<file path="config.mk">
export PLATFORM = sky130hd
export DESIGN_NAME = regfile_param
export DESIGN_NICKNAME = d
export VERILOG_FILES = /design/src/rtl/regfile_param.sv
export SDC_FILE = /design/constraint.sdc
export NUM_CORES = 2
export LEC_CHECK = 0
export BUFFER_PORTS_ARGS = -buffer_cell sky130_fd_sc_hd__buf_2
export CORE_ASPECT_RATIO = 0.5
export CORE_MARGIN = 4
export CORE_UTILIZATION = 40
export DETAILED_ROUTE_END_ITERATION = 16
export GPL_TIMING_DRIVEN = 0
export SYNTH_ARGS = -nofsm -noshare
export SYNTH_HDL_FRONTEND = slang
export SYNTH_SLANG_ARGS = --single-unit
</file>
<file path="constraint.sdc">
create_clock -name clk -period 3 [get_ports clk]
set_clock_uncertainty 0.2 [all_clocks]
set_input_delay 0.3 -clock clk [delete_from_list [all_inputs] [get_ports clk]]
set_output_delay 0.3 -clock clk [all_outputs]
set_load 0.02 [all_outputs]
</file>
<file path="src/rtl/regfile_param.sv">
// Parameterised dual-read, single-write register file with optional write-to-read
// forwarding, optional hardwired-zero register 0 and a sequential bulk-clear sweep.
module regfile_param #(
  parameter int DATA_W   = 32,
  parameter int ADDR_W   = 5,
  parameter int BYPASS   = 1,
  parameter int ZERO_REG = 1
) (
  input  logic              clk,
  input  logic              nrst,
  input  logic              rd_en,
  input  logic [ADDR_W-1:0] rd_addr1,
  input  logic [ADDR_W-1:0] rd_addr2,
  output logic [DATA_W-1:0] rdata1,
  output logic [DATA_W-1:0] rdata2,
  input  logic              wr_en,
  input  logic [ADDR_W-1:0] wr_addr,
  input  logic [DATA_W-1:0] wrdata,
  input  logic              clr_req,
  output logic              clr_busy,
  output logic              clr_done
);

  localparam int DEPTH = 2 ** ADDR_W;

  typedef enum logic [1:0] {
    IDLE  = 2'd0,
    CLEAR = 2'd1,
    DONE  = 2'd2
  } state_t;

  state_t            state;
  state_t            state_next;
  logic [ADDR_W-1:0] cnt;
  logic [ADDR_W-1:0] cnt_next;
  logic [DATA_W-1:0] mem [DEPTH];
  logic              sweeping;
  logic              wr_fire;
  logic [DATA_W-1:0] rd_val1;
  logic [DATA_W-1:0] rd_val2;

  function automatic logic is_zero_addr(input logic [ADDR_W-1:0] addr);
    return (ZERO_REG != 0) && (addr == {ADDR_W{1'b0}});
  endfunction

  // Read-side selection: sweep blanks reads, register 0 may be hardwired,
  // and a colliding write in the same cycle can be forwarded.
  function automatic logic [DATA_W-1:0] read_sel(
    input logic [ADDR_W-1:0] addr,
    input logic [DATA_W-1:0] stored,
    input logic              busy,
    input logic              fire,
    input logic [ADDR_W-1:0] waddr,
    input logic [DATA_W-1:0] wdata
  );
    logic [DATA_W-1:0] val;
    if (busy) begin
      val = {DATA_W{1'b0}};
    end else if (is_zero_addr(addr)) begin
      val = {DATA_W{1'b0}};
    end else if ((BYPASS != 0) && fire && (addr == waddr)) begin
      val = wdata;
    end else begin
      val = stored;
    end
    return val;
  endfunction

  // Decode of the write strobe and the two read-side candidates.
  always_comb begin
    sweeping = (state == CLEAR);
    wr_fire  = wr_en && (state == IDLE) && !is_zero_addr(wr_addr);
    rd_val1  = read_sel(rd_addr1, mem[rd_addr1], sweeping, wr_fire, wr_addr, wrdata);
    rd_val2  = read_sel(rd_addr2, mem[rd_addr2], sweeping, wr_fire, wr_addr, wrdata);
  end

  // Clear-sweep next-state and counter logic; cnt saturates at DEPTH-1.
  always_comb begin
    state_next = state;
    cnt_next   = cnt;
    case (state)
      IDLE: begin
        if (clr_req) begin
          state_next = CLEAR;
          cnt_next   = {ADDR_W{1'b0}};
        end else begin
          state_next = IDLE;
          cnt_next   = cnt;
        end
      end
      CLEAR: begin
        if (cnt == {ADDR_W{1'b1}}) begin
          state_next = DONE;
          cnt_next   = cnt;
        end else begin
          state_next = CLEAR;
          cnt_next   = cnt + ADDR_W'(1);
        end
      end
      DONE: begin
        state_next = IDLE;
        cnt_next   = cnt;
      end
      default: begin
        state_next = IDLE;
        cnt_next   = {ADDR_W{1'b0}};
      end
    endcase
  end

  // FSM state, sweep counter and the registered status flags.
  always_ff @(posedge clk or negedge nrst) begin
    if (!nrst) begin
      state    <= IDLE;
      cnt      <= {ADDR_W{1'b0}};
      clr_busy <= 1'b0;
      clr_done <= 1'b0;
    end else begin
      state    <= state_next;
      cnt      <= cnt_next;
      clr_busy <= (state_next == CLEAR);
      clr_done <= (state_next == DONE);
    end
  end

  // Storage array: sweep has priority, user writes are only taken in IDLE.
  always_ff @(posedge clk or negedge nrst) begin
    if (!nrst) begin
      for (int i = 0; i < DEPTH; i++) begin
        mem[i] <= {DATA_W{1'b0}};
      end
    end else if (sweeping) begin
      mem[cnt] <= {DATA_W{1'b0}};
    end else if (wr_fire) begin
      mem[wr_addr] <= wrdata;
    end
  end

  // Registered read ports; hold when rd_en is low.
  always_ff @(posedge clk or negedge nrst) begin
    if (!nrst) begin
      rdata1 <= {DATA_W{1'b0}};
      rdata2 <= {DATA_W{1'b0}};
    end else if (rd_en) begin
      rdata1 <= rd_val1;
      rdata2 <= rd_val2;
    end
  end

endmodule

</file>
==> flow_metrics.py <==
metrics = {
    "synthesis": {
        "synth_top_cell_area_share": 0.484,
        "synth_edf_count": 0,
        "ys_seq_area_frac": 0.484,
        "synth.area.top_cells": "dfrtp_1 (48%), mux2i_1 (18%), a22o_1 (15%)",
        "netlist_area_sq_um": 56700,
        "synthTopCellsByCount": "dfrtp_1 (1097), mux2i_1 (1027), a22o_1 (992), a22oi_1 (512), clkbuf_1 (444)",
        "ys.flop_type": "dfrtp_1",
        "postSynthAreaPerCell_sq_um": 11.6,
        "yosysTopAreaCell": "dfrtp_1",
        "synthesis.nets": 4948,
        "synth.most_common_cell": "dfrtp_1",
        "synth_cell_types": 35,
        "synth_seq_cells": 1097,
        "syn_inst": 4891,
        "synth_warnings": 0,
        "async_reset_ff_frac": 1.00,
    },
    "cts": {
        "cts_tree": "yes",
        "clock_sinks": 1097,
        "path_clk_slew_ps": 70,
        "cts_buffers": 107,
        "insertion_delay_ps": 770,
        "ctsHtreeMaxLevel": 3,
        "cts-root-buf": "clkbuf_16",
        "clock_path_buffers": 3,
    },
    "placed_design": {
        "dp_slack_ps": -1460,
        "globalplace.congestion": 1.04,
        "dp_hpwl_mm": 197,
        "io_buffers": 79,
        "placed_cells": 6873,
    },
    "setup_path": {
        "critPathKind": "primary input to register",
        "worstPathRequired_ps": 3470,
        "cp_slowest_cell": "clkdlybuf4s15_1",
        "cpLargestDelayFamily": "buffers and inverters",
        "setup.worst_path.start": "rd_addr1[1]",
        "cp.buffers_inverters": 3,
        "r2r_start": "state[0]",
        "cp_max_fo": 10,
        "critPathMaxStageDelay_ps": 1070,
        "cp-start-kind": "primary input",
        "crit_path_end_kind": "register",
        "crit_path_cell_trace": "buf_2 > and2_1 > clkbuf_1 > clkdlybuf4s15_1 > a22oi_1 > nand3_1 > nand4_1 > a221o_1",
        "critPathArrivalTime_ps": 3770,
    },
    "timing": {
        "rsz0062_at_grt": "yes",
        "slew_headroom": -0.0205,
        "slew_viol_final": 22,
        "post-route-period-util": 1.10,
        "whs_ps": -24.3,
        "timing.setup.tns_ps": -34860,
        "finalSetupViolCount": 364,
        "setup_ws_ps": -299,
        "period_minus_slack_ps": 3300,
        "fmax_ghz": 0.303,
        "hold_viol_final": 1,
        "tightestPinTransition_ps": 1530,
    },
    "finish": {
        "layout-drive-gt1-share": 0.107,
        "final.fill_count": 12800,
        "seq_area_sq_um": 27500,
        "final_cells": 7152,
        "multi_input_area_sq_um": 27100,
        "nets": 5223,
        "area_delta_synth_final_pct": 14.4,
    },
    "min_path": {
        "min_path_type": "primary input to async pin",
    },
    "job": {
        "cap_violations": 2,
    },
    "global_route": {
        "grt_pass1_wl_mm": 375,
        "grt_overflow": 0,
        "grt_start_max_net_pins": 169,
        "grt.total_usage": 0.353,
        "grt_pass1_vias": 48400,
        "grt_antenna_before_repair": 18,
    },
    "route": {
        "routed_wl_mm": 270,
        "vias": 50300,
        "first_pass_iters": 10,
        "ant_nets": 0,
        "viasPerCell": 7.04,
        "drt_first_iter_violations": 8071,
        "drc": 0,
        "routedWlPerCell_um": 37.8,
    },
    "die": {
        "start_util": 0.404,
        "die_h_um": 274,
        "die_w_um": 540,
        "core_area_sq_um": 140000,
        "io_pins": 118,
        "rows": 97,
        "dieArea_sq_um": 148000,
    },
    "pwr": {
        "vdd_ir_drop_max_mv": 0.476,
        "p_per_area_nw_per_um2": 619,
        "power_uw": 40100,
        "p_leak_uw": 0.0304,
    },
    "run_status": {
        "violations": "negative hold slack, max-capacitance violations, max-slew violations, negative setup slack",
        "status": "finished with violations",
    },
}
[kinds of logic after synthesis]
| kind of cell | share of synthesized area |
|---|---|
| AOI/OAI and AO/OA | 0.236 |
| buffers and inverters | 0.0444 |
| adders and majority gates | 0.00110 |
| and+or+nand+nor | 0.0506 |
| xor gates and xnor gates | 0.00201 |
| DFF | 0.484 |
| muxes | 0.181 |
[final cells by class]
class | count | share of cell area
clock buffers | 156 | 0.0488
plain buffers | 603 | 0.0401
clock inverters | 42 | 0.00936
flip-flops and latches | 1097 | 0.423
diodes | 16 | 0.000617
inverters | 4 | 0.000232
repair buffers | 172 | 0.0229
multi-input cells | 3181 | 0.418
well taps | 1881 | 0.0363
[flip-flops by register name, summed over array words and instances (netlist names)]
register  count
mem        1024
rdata1       32
rdata2       32
cnt           5
state         2
clr_busy      1
clr_done      1
[report_power, final]
part	total (uW)	leakage (uW)	switching, uW	internal (uW)
combinational	8110	0.0133	5510	2600
clock	15000	0.00186	6580	8380
sequential	17000	0.0153	1060	16000
[layout by cell type (no fill, tap or decap), types with 5 or more instances in the layout]
master and count:
dfrtp_1 1097, mux2i_1 1027, a22o_1 992, a22oi_1 509
clkbuf_1 394, nand3_1 262, buf_2 182, clkbuf_16 108
nor2b_1 77, nand4_1 67, a221o_1 64, clkbuf_2 57
buf_1 48, and2_1 41, buf_4 35, dlygate4sd3_1 35
clkbuf_8 28, nor2_4 21, clkinv_2 20, a21oi_2 17
diode_2 16, buf_6 15, nand2_1 14, nor2_1 12
bufinv_16 12, a21oi_4 11, buf_8 11, nor2_2 10
buf_16 8, xnor2_1 7, xor2_1 6, nand2b_1 5
o21ai_0 5, ha_1 5
[path summary, 6_finish.rpt]
kind	to	slack, ps	cells past startpoint
hold / removal	mem[371]	-20	3
hold reg to reg	mem[1004]	320	1
min in group clk	state[0]	200	4
setup reg to reg	mem[986]	-290	7
max in group asynchronous	mem[284]	400	5
setup / recovery	rdata1[20]	-300	8
[stage by stage]
step	instance area, sq um	utilization
floorplan	56700	-
global placement	59400	0.423
detailed placement	59900	0.427
CTS	64500	0.459
global route	64800	0.462
finish	64800	0.462
[worst reg2reg max path: cells and delay by family (launching register included)]
kind | cells | cell delay [ps]
AO/OA/AOI/OAI | 2 | 650
buffers and inverters | 2 | 590
AND/OR/NAND/NOR | 3 | 1350
flip-flops | 1 | 350
[per-layer routing]
layer  vias up  routed length [um]  track usage
met5         -                 873       0.0289
met1     26100              108000        0.465
met2      3872              106000        0.474
li1      19600                   -            -
met3       743               41700        0.181
met4        16               14200        0.159
[timing repair]
item                       in CTS  in global routing
pin swaps                       8                  6
hold endpoints to repair      636                  0
gates resized for setup        86                 92
hold buffers                   36                  0
setup buffers                  17                 17
setup endpoints to repair     868                800
No activity file was read; power rests on OpenSTA's default activity.
